## src/rtl/serv_stoc_pkg.sv

```systemverilog
// serv_stoc_pkg -- shared definitions for the stochastic compute engine.
//
// Contents:
//   op_e        result-stream operation codes
//   state_e     engine FSM states
//   lfsr_taps() maximal-length Fibonacci tap masks for N = 4..12
//   seed_a/b/s  LFSR seed values for the A, B and select generators
//
// Tap masks are for a left-shifting Fibonacci LFSR whose feedback bit is the
// XOR of the masked state bits and enters at bit 0. Each mask gives a period
// of 2^N-1 and visits every nonzero state once per period.
package serv_stoc_pkg;

  localparam int N_MIN = 4;
  localparam int N_MAX = 12;

  typedef enum logic [2:0] {
    OP_AND  = 3'b000,
    OP_OR   = 3'b001,
    OP_XOR  = 3'b010,
    OP_MUX  = 3'b011,
    OP_ANDN = 3'b100,
    OP_PASS = 3'b101,
    OP_RSV6 = 3'b110,
    OP_RSV7 = 3'b111
  } op_e;

  typedef enum logic [1:0] {
    ST_IDLE = 2'd0,
    ST_RUN  = 2'd1,
    ST_DONE = 2'd2
  } state_e;

  function automatic logic [N_MAX-1:0] lfsr_taps(input int n);
    case (n)
      4:       return 12'h00C;  // x^4  + x^3 + 1
      5:       return 12'h014;  // x^5  + x^3 + 1
      6:       return 12'h030;  // x^6  + x^5 + 1
      7:       return 12'h060;  // x^7  + x^6 + 1
      8:       return 12'h0B8;  // x^8  + x^6 + x^5 + x^4 + 1
      9:       return 12'h110;  // x^9  + x^5 + 1
      10:      return 12'h240;  // x^10 + x^7 + 1
      11:      return 12'h500;  // x^11 + x^9 + 1
      12:      return 12'h829;  // x^12 + x^6 + x^4 + x + 1
      default: return 12'h000;
    endcase
  endfunction

  // A starts at 1.
  function automatic logic [N_MAX-1:0] seed_a(input int n);
    logic [N_MAX-1:0] v;
    v = '0;
    if (n > 0) v[0] = 1'b1;
    return v;
  endfunction

  // B starts at 2^(N-1), a different phase of the same sequence as A.
  function automatic logic [N_MAX-1:0] seed_b(input int n);
    logic [N_MAX-1:0] v;
    v = '0;
    for (int i = 0; i < N_MAX; i++) begin
      if (i == n - 1) v[i] = 1'b1;
    end
    return v;
  endfunction

  // The select generator starts at all-ones.
  function automatic logic [N_MAX-1:0] seed_s(input int n);
    logic [N_MAX-1:0] v;
    v = '0;
    for (int i = 0; i < N_MAX; i++) begin
      if (i < n) v[i] = 1'b1;
    end
    return v;
  endfunction

endpackage

```

## src/rtl/serv_stoc_lfsr.sv

```systemverilog
// serv_stoc_lfsr -- N-bit maximal-length Fibonacci LFSR.
//
// Ports:
//   clk      rising-edge clock
//   load     load seed into the register (has priority over advance)
//   seed     value loaded when load is high
//   advance  step the sequence by one
//   state    current LFSR value
//
// There is no reset port. The engine pulses load during its own reset, so the
// register comes out of reset holding its seed.
module serv_stoc_lfsr
  import serv_stoc_pkg::*;
#(
  parameter int N = 8
) (
  input  logic         clk,
  input  logic         load,
  input  logic [N-1:0] seed,
  input  logic         advance,
  output logic [N-1:0] state
);

  localparam logic [N-1:0] TAPS = N'(lfsr_taps(N));

  logic fb;

  assign fb = ^(state & TAPS);

  // NOTE: clocked state is always written with <= so that every flop samples
  // the pre-edge values, independent of statement order.
  always_ff @(posedge clk) begin
    if (load) begin
      state <= seed;
    end else if (advance) begin
      state <= {state[N-2:0], fb};
    end
  end

endmodule

```

## src/rtl/serv_stoc_engine.sv

```systemverilog
// serv_stoc_engine -- multi-lane stochastic arithmetic engine.
//
// Each run converts the binary operands of every lane into unipolar stochastic
// bit streams. The streams are compared against shared LFSRs for one full
// LFSR period, L = 2^N-1 cycles. The selected bitwise operation is applied,
// and the ones in the result stream are counted.
//
// Ports:
//   clk       rising-edge clock
//   i_rst     synchronous active-high reset (effective regardless of i_en)
//   i_en      clock enable; low freezes state, LFSRs and counters
//   i_start   start a run (accepted only in IDLE with i_en high)
//   i_op      operation code (op_e), latched on accept
//   i_corr    1: B stream compares against A's LFSR; latched on accept
//   i_a, i_b  per-lane N-bit operands, lane 0 at the LSBs; latched on accept
//   o_busy    high while a run is in progress (RUN or DONE)
//   o_valid   one-cycle completion pulse, masked while i_en is low
//   o_result  per-lane ones count of the result stream
//   o_cmp     per-lane flag: ones(A stream) > ones(B stream)
//
// Timing, with i_en held high: the accept edge loads the seeds. The next L
// edges each consume one stream bit. A further edge leaves DONE and publishes
// o_result, o_cmp and o_valid. The pulse is therefore visible 2^N edges after
// the accept.
module serv_stoc_engine
  import serv_stoc_pkg::*;
#(
  parameter int LANES = 4,
  parameter int N     = 8
) (
  input  logic               clk,
  input  logic               i_rst,
  input  logic               i_en,
  input  logic               i_start,
  input  logic [2:0]         i_op,
  input  logic               i_corr,
  input  logic [LANES*N-1:0] i_a,
  input  logic [LANES*N-1:0] i_b,
  output logic               o_busy,
  output logic               o_valid,
  output logic [LANES*N-1:0] o_result,
  output logic [LANES-1:0]   o_cmp
);

  localparam logic [N-1:0] SEED_A   = N'(seed_a(N));
  localparam logic [N-1:0] SEED_B   = N'(seed_b(N));
  localparam logic [N-1:0] SEED_S   = N'(seed_s(N));
  // The select threshold 2^(N-1) has the same value as B's seed.
  localparam logic [N-1:0] SEL_HALF = SEED_B;
  // Index of the last RUN cycle; the cycle counter runs 0 .. L-1.
  localparam logic [N-1:0] CYC_LAST = N'((1 << N) - 2);

  state_e                      state_q, state_d;
  op_e                         op_q;
  logic                        corr_q;
  logic [LANES-1:0][N-1:0]     a_q, b_q;
  logic [LANES-1:0][N-1:0]     cnt_r_q, cnt_a_q, cnt_b_q;
  logic [LANES-1:0][N-1:0]     res_q;
  logic [LANES-1:0]            cmp_q;
  logic [N-1:0]                cyc_q;
  logic                        valid_q;

  logic                        accept, step, run_last, lfsr_load;
  logic [N-1:0]                la, lb, ls;
  logic [LANES-1:0]            sa, sb, r;
  logic                        ss;

  assign accept    = i_en && (state_q == ST_IDLE) && i_start;
  assign step      = i_en && (state_q == ST_RUN);
  assign run_last  = step && (cyc_q == CYC_LAST);
  assign lfsr_load = i_rst || accept;

  assign o_busy   = (state_q != ST_IDLE);
  assign o_valid  = valid_q && i_en;
  assign o_result = res_q;
  assign o_cmp    = cmp_q;

  // Three generators are shared by all lanes. After a full period each one
  // has returned to its seed. The explicit load on accept still matters after
  // an aborted run.
  serv_stoc_lfsr #(.N(N)) u_lfsr_a (
    .clk     (clk),
    .load    (lfsr_load),
    .seed    (SEED_A),
    .advance (step),
    .state   (la)
  );

  serv_stoc_lfsr #(.N(N)) u_lfsr_b (
    .clk     (clk),
    .load    (lfsr_load),
    .seed    (SEED_B),
    .advance (step),
    .state   (lb)
  );

  serv_stoc_lfsr #(.N(N)) u_lfsr_s (
    .clk     (clk),
    .load    (lfsr_load),
    .seed    (SEED_S),
    .advance (step),
    .state   (ls)
  );

  // Next-state logic.
  // NOTE: every combinational output gets a default before the case, so no
  // path leaves it unassigned and no latch is inferred.
  always_comb begin
    state_d = state_q;
    case (state_q)
      ST_IDLE: if (accept)   state_d = ST_RUN;
      ST_RUN:  if (run_last) state_d = ST_DONE;
      ST_DONE: if (i_en)     state_d = ST_IDLE;
      default:               state_d = ST_IDLE;
    endcase
  end

  // Stream generation and the per-lane result bit. Because the LFSR sweeps
  // 1..L, (lfsr <= x) is high for exactly x cycles of a period.
  always_comb begin
    sa = '0;
    sb = '0;
    r  = '0;
    ss = (ls < SEL_HALF);
    for (int i = 0; i < LANES; i++) begin
      sa[i] = (la <= a_q[i]);
      sb[i] = ((corr_q ? la : lb) <= b_q[i]);
      case (op_q)
        OP_AND:  r[i] = sa[i] & sb[i];
        OP_OR:   r[i] = sa[i] | sb[i];
        OP_XOR:  r[i] = sa[i] ^ sb[i];
        OP_MUX:  r[i] = ss ? sa[i] : sb[i];
        OP_ANDN: r[i] = sa[i] & ~sb[i];
        OP_PASS: r[i] = sa[i];
        default: r[i] = 1'b0;
      endcase
    end
  end

  always_ff @(posedge clk) begin
    if (i_rst) begin
      state_q <= ST_IDLE;
      op_q    <= OP_AND;
      corr_q  <= 1'b0;
      a_q     <= '0;
      b_q     <= '0;
      cnt_r_q <= '0;
      cnt_a_q <= '0;
      cnt_b_q <= '0;
      cyc_q   <= '0;
      res_q   <= '0;
      cmp_q   <= '0;
      valid_q <= 1'b0;
    end else if (i_en) begin
      state_q <= state_d;
      // The pulse is set on the DONE exit edge and cleared on the next enabled
      // edge. While i_en is low it is held but masked at the port.
      valid_q <= (state_q == ST_DONE);

      if (accept) begin
        op_q    <= op_e'(i_op);
        corr_q  <= i_corr;
        a_q     <= i_a;
        b_q     <= i_b;
        cnt_r_q <= '0;
        cnt_a_q <= '0;
        cnt_b_q <= '0;
        cyc_q   <= '0;
      end else if (step) begin
        cyc_q <= cyc_q + N'(1);
        for (int i = 0; i < LANES; i++) begin
          cnt_r_q[i] <= cnt_r_q[i] + N'(r[i]);
          cnt_a_q[i] <= cnt_a_q[i] + N'(sa[i]);
          cnt_b_q[i] <= cnt_b_q[i] + N'(sb[i]);
        end
      end

      if (state_q == ST_DONE) begin
        res_q <= cnt_r_q;
        for (int i = 0; i < LANES; i++) begin
          cmp_q[i] <= (cnt_a_q[i] > cnt_b_q[i]);
        end
      end
    end
  end

endmodule

```

## config.mk

```make
export PLATFORM = sky130hd
export DESIGN_NAME = serv_stoc_engine
export DESIGN_NICKNAME = d
export VERILOG_FILES = /design/src/rtl/serv_stoc_pkg.sv /design/src/rtl/serv_stoc_lfsr.sv /design/src/rtl/serv_stoc_engine.sv
export SDC_FILE = /design/constraint.sdc
export NUM_CORES = 1
export LEC_CHECK = 0
export ABC_AREA = 1
export BUFFER_PORTS_ARGS = -buffer_cell sky130_fd_sc_hd__buf_2
export CAP_MARGIN = 20
export CELL_PAD_IN_SITES_DETAIL_PLACEMENT = 0
export CELL_PAD_IN_SITES_GLOBAL_PLACEMENT = 2
export CORE_MARGIN = 3
export CORE_UTILIZATION = 35
export DETAILED_ROUTE_END_ITERATION = 8
export GPL_TIMING_DRIVEN = 0
export PLACE_DENSITY = 0.92
export SLEW_MARGIN = 20
export SYNTH_ARGS = -nofsm -noshare
export SYNTH_HDL_FRONTEND = slang
export SYNTH_SLANG_ARGS = --single-unit
```

## constraint.sdc

```tcl
create_clock -name clk -period 3.6 [get_ports clk]
set_input_delay 1.08 -clock clk [delete_from_list [all_inputs] [get_ports clk]]
set_output_delay 1.08 -clock clk [all_outputs]
set_load 0.02 [all_outputs]
```

==> results.cfg <==
[outcome]
status = finished, final reports clean

[worst_setup_path]
required_ns = 4.02
critPathKind = flip-flop to flip-flop
max_stage_delay_ns = 0.41
endpoint_kind = flip-flop
cp_cell_sequence = mux2_4 -> ha_1 -> nand2_1 -> nor2_1 -> nand4_1 -> nand2_2 -> inv_1 -> ha_1 -> inv_1 -> o22ai_1 -> inv_1 -> nand2_1 -> inv_1 -> nand2_1 -> ha_1 -> nand3_1 -> nor2_2 -> nand2_2 -> nor3_4 -> nand3_1 -> nand2_1 -> nor2_1
crit_path_max_fanout = 7
worst_path_max_delay_cell = dfxtp_4
crit_family = simple AND/OR/NAND/NOR gates
startpoint_type = flip-flop
crit_arrival_ns = 3.77
path_buf_inv = 4

[sta]
setup_viol = 0
hold_violations = 0
fin_worst_skew_ns = 0.00887
fin_ws_ns = 0.252
finalMaxSlewViolations = 0
worst_slew_pin_slew_ns = 0.798
final.min_clock_period_ns = 3.35
slew_headroom = 0.468
max_freq_ghz = 0.299
timing.final.crit_share = 0.930
rsz0062_at_grt = true

[finish]
fin_nets = 1986
stdcell_count = 2252
nFillCells = 3527
diodes = 0
syn2layout_area_growth_pct = 19.8
drive_above_1_share = 0.161

[global_routing]
grt_usage = 0.181
grt_pass1_wl_um = 53300
grt_max_degree = 15
overflow = 0
antenna_found_initial = 0
grt_pass1_vias = 10200

[detailed_routing]
vias_per_cell = 4.81
highest_layer = met4
final_antenna_net_count = 0
dr.pass1.iters = 5
wl_met1_um = 16100
wl_um = 33500
wire_per_inst_um = 14.9
via_count = 10800
drc_errors = 0
wl_met2_um = 15500
wl_met3_um = 1340
drtIter0Drc = 613

[placement]
dpl.cell_count = 2191
pre_cts_ws_ns = -0.631
routabilityCongestion = 0.822
portBuffers = 109
hpwl_um = 24400

[cts]
numCtsBuffers = 27
htreeDepth = 1
cts_hold_buf = 0
clk_pin_slew_worst_paths_ns = 0.06
cts_num_sinks = 235
clock_path_buffers = 3
root_buffer = clkbuf_16
cts_tree = done
clkLatencyLatePin_ns = 0.53

[synth]
syn_area_per_cell_um2 = 7.42
synth_top_area_cell = dfxtp_1
netlist_area_um2 = 12100
ys_async_sr_fraction = 0
synth.ff_latch_count = 235
synth_ff_type = dfxtp_1
yosysWarningCount = 0
synth_edf_count = 0
synth_area_leaders = dfxtp_1 (39%), ha_1 (13%), nand2_1 (8.1%), a21oi_1 (7.6%), inv_1 (7.6%)
syn-instance-count = 1634
syn_nets = 1832
ys_seq_area_frac = 0.388
synthTopCellsByCount = nand2_1 (263), inv_1 (246), dfxtp_1 (235)
synth_cell_type_count = 32
synthDominantCellAreaShare = 0.388
synth.most_common_cell = nand2_1

[die]
die_w_um = 192
start_util = 0.358
core-area_um2 = 33900
rows = 67
io-pin-count = 110
die_h_um = 192
die_area_um2 = 36900

[power_and_ir_drop]
powerDensity_nw_per_um2 = 432
ir_worst_vdd_mv = 0.338
power.leakage_uw = 0.00675

[flow_run]
max_cap_violations = 0

[worst_hold_path]
hold_path.class = flip-flop to flip-flop
-- sequential cells by signal, indices dropped and copies added, names as in the netlist --
name	cells
a_q	32
b_q	32
cnt_a_q	32
cnt_b_q	32
cnt_r_q	32
corr_q	1
cyc_q	8
o_cmp	4
o_result	32
op_q	3
state_q	2
u_lfsr_a.state	8
u_lfsr_b.state	8
u_lfsr_s.state	8
valid_q	1
-- path summary, 6_finish.rpt --
check                           startpoint    endpoint  slack (ns)  cells after the start
worst max-delay path                corr_q  cnt_r_q[7]        0.25                     22
worst max register to register      corr_q  cnt_r_q[7]        0.25                     22
worst min register to register     b_q[12]     b_q[12]        0.46                      2
worst min-delay path               b_q[12]     b_q[12]        0.46                      2
-- where the power goes --
part	switching (µW)	internal [µW]	total, µW	leakage (µW)
clock network	1140	1600	2730	0.000425
logic	528	302	830	0.00441
registers	41.8	2670	2720	0.00191
total	1710	4570	6280	0.00675
-- worst reg2reg max path: cells and delay by family, from the launching register on --
family | cells | cell delay (ns)
simple gates | 13 | 1.41
flops | 1 | 0.41
compound gates | 1 | 0.16
fa+ha+maj | 3 | 0.74
buf+inv | 4 | 0.16
mux | 1 | 0.36
-- layout make-up --
class / count / area (µm²) / share of cell area
Buffer: 62 / 292 / 0.0201
Clock buffer: 33 / 738 / 0.0508
Clock inverter: 12 / 130 / 0.00896
Inverter: 252 / 946 / 0.0651
Multi-Input combinational cell: 1085 / 6470 / 0.446
Sequential cell: 235 / 4720 / 0.325
Tap cell: 448 / 561 / 0.0386
Timing Repair Buffer: 125 / 669 / 0.0461
-- repair_timing --
| item | 4_1_cts | 5_1_grt |
|---|---|---|
| buffers inserted | 7 | 9 |
| pin swaps | 8 | 18 |
| endpoints found under the setup margin | 32 | 19 |
| resized for setup | 31 | 43 |
-- per-stage QoR --
step	hold WS (ns)	utilization	area, µm²	TNS [ns]	power, µW
2_1_floorplan	0.432	-	12100	0	3270
3_3_place_gp	0.445	0.391	13200	-9.39	3520
3_5_place_dp	0.453	0.391	13200	-10.69	3530
4_1_cts	0.464	0.420	14200	-0.0165	6300
5_1_grt	0.472	0.429	14500	-0.227	6580
6_report	0.460	0.429	14500	0	6280
-- cell usage in the layout, fill, tap and decap left out, types with 13 or more instances in the layout --
master,instances
clkbuf_1,34
nand3_1,63
nor2_2,16
buf_4,18
inv_1,244
ha_1,116
nand2_2,13
nand2_1,251
nor3_1,19
clkbuf_16,27
nor2_1,144
dfxtp_1,227
o21ai_1,47
a21oi_1,184
o211ai_1,17
o21ai_0,125
buf_2,132
-- logic make-up after synthesis --
| logic type | after synthesis | share of synthesized area |
|---|---|---|
| mux | 1 | 0.000929 |
| xor+xnor | 9 | 0.00650 |
| compound gates | 395 | 0.169 |
| buf+inv | 314 | 0.101 |
| simple gates | 554 | 0.204 |
| fa+ha+maj | 126 | 0.130 |
| flops | 235 | 0.388 |
-- routing by layer --
| metal | vias up | global-route usage |
|---|---|---|
| li1 | 5647 | - |
| met1 | 4957 | 0.244 |
| met2 | 198 | 0.312 |
| met3 | 33 | 0.0219 |
| met4 | 0 | 0.0342 |
| met5 | - | 0 |
Power figures use the tool's default switching activity.
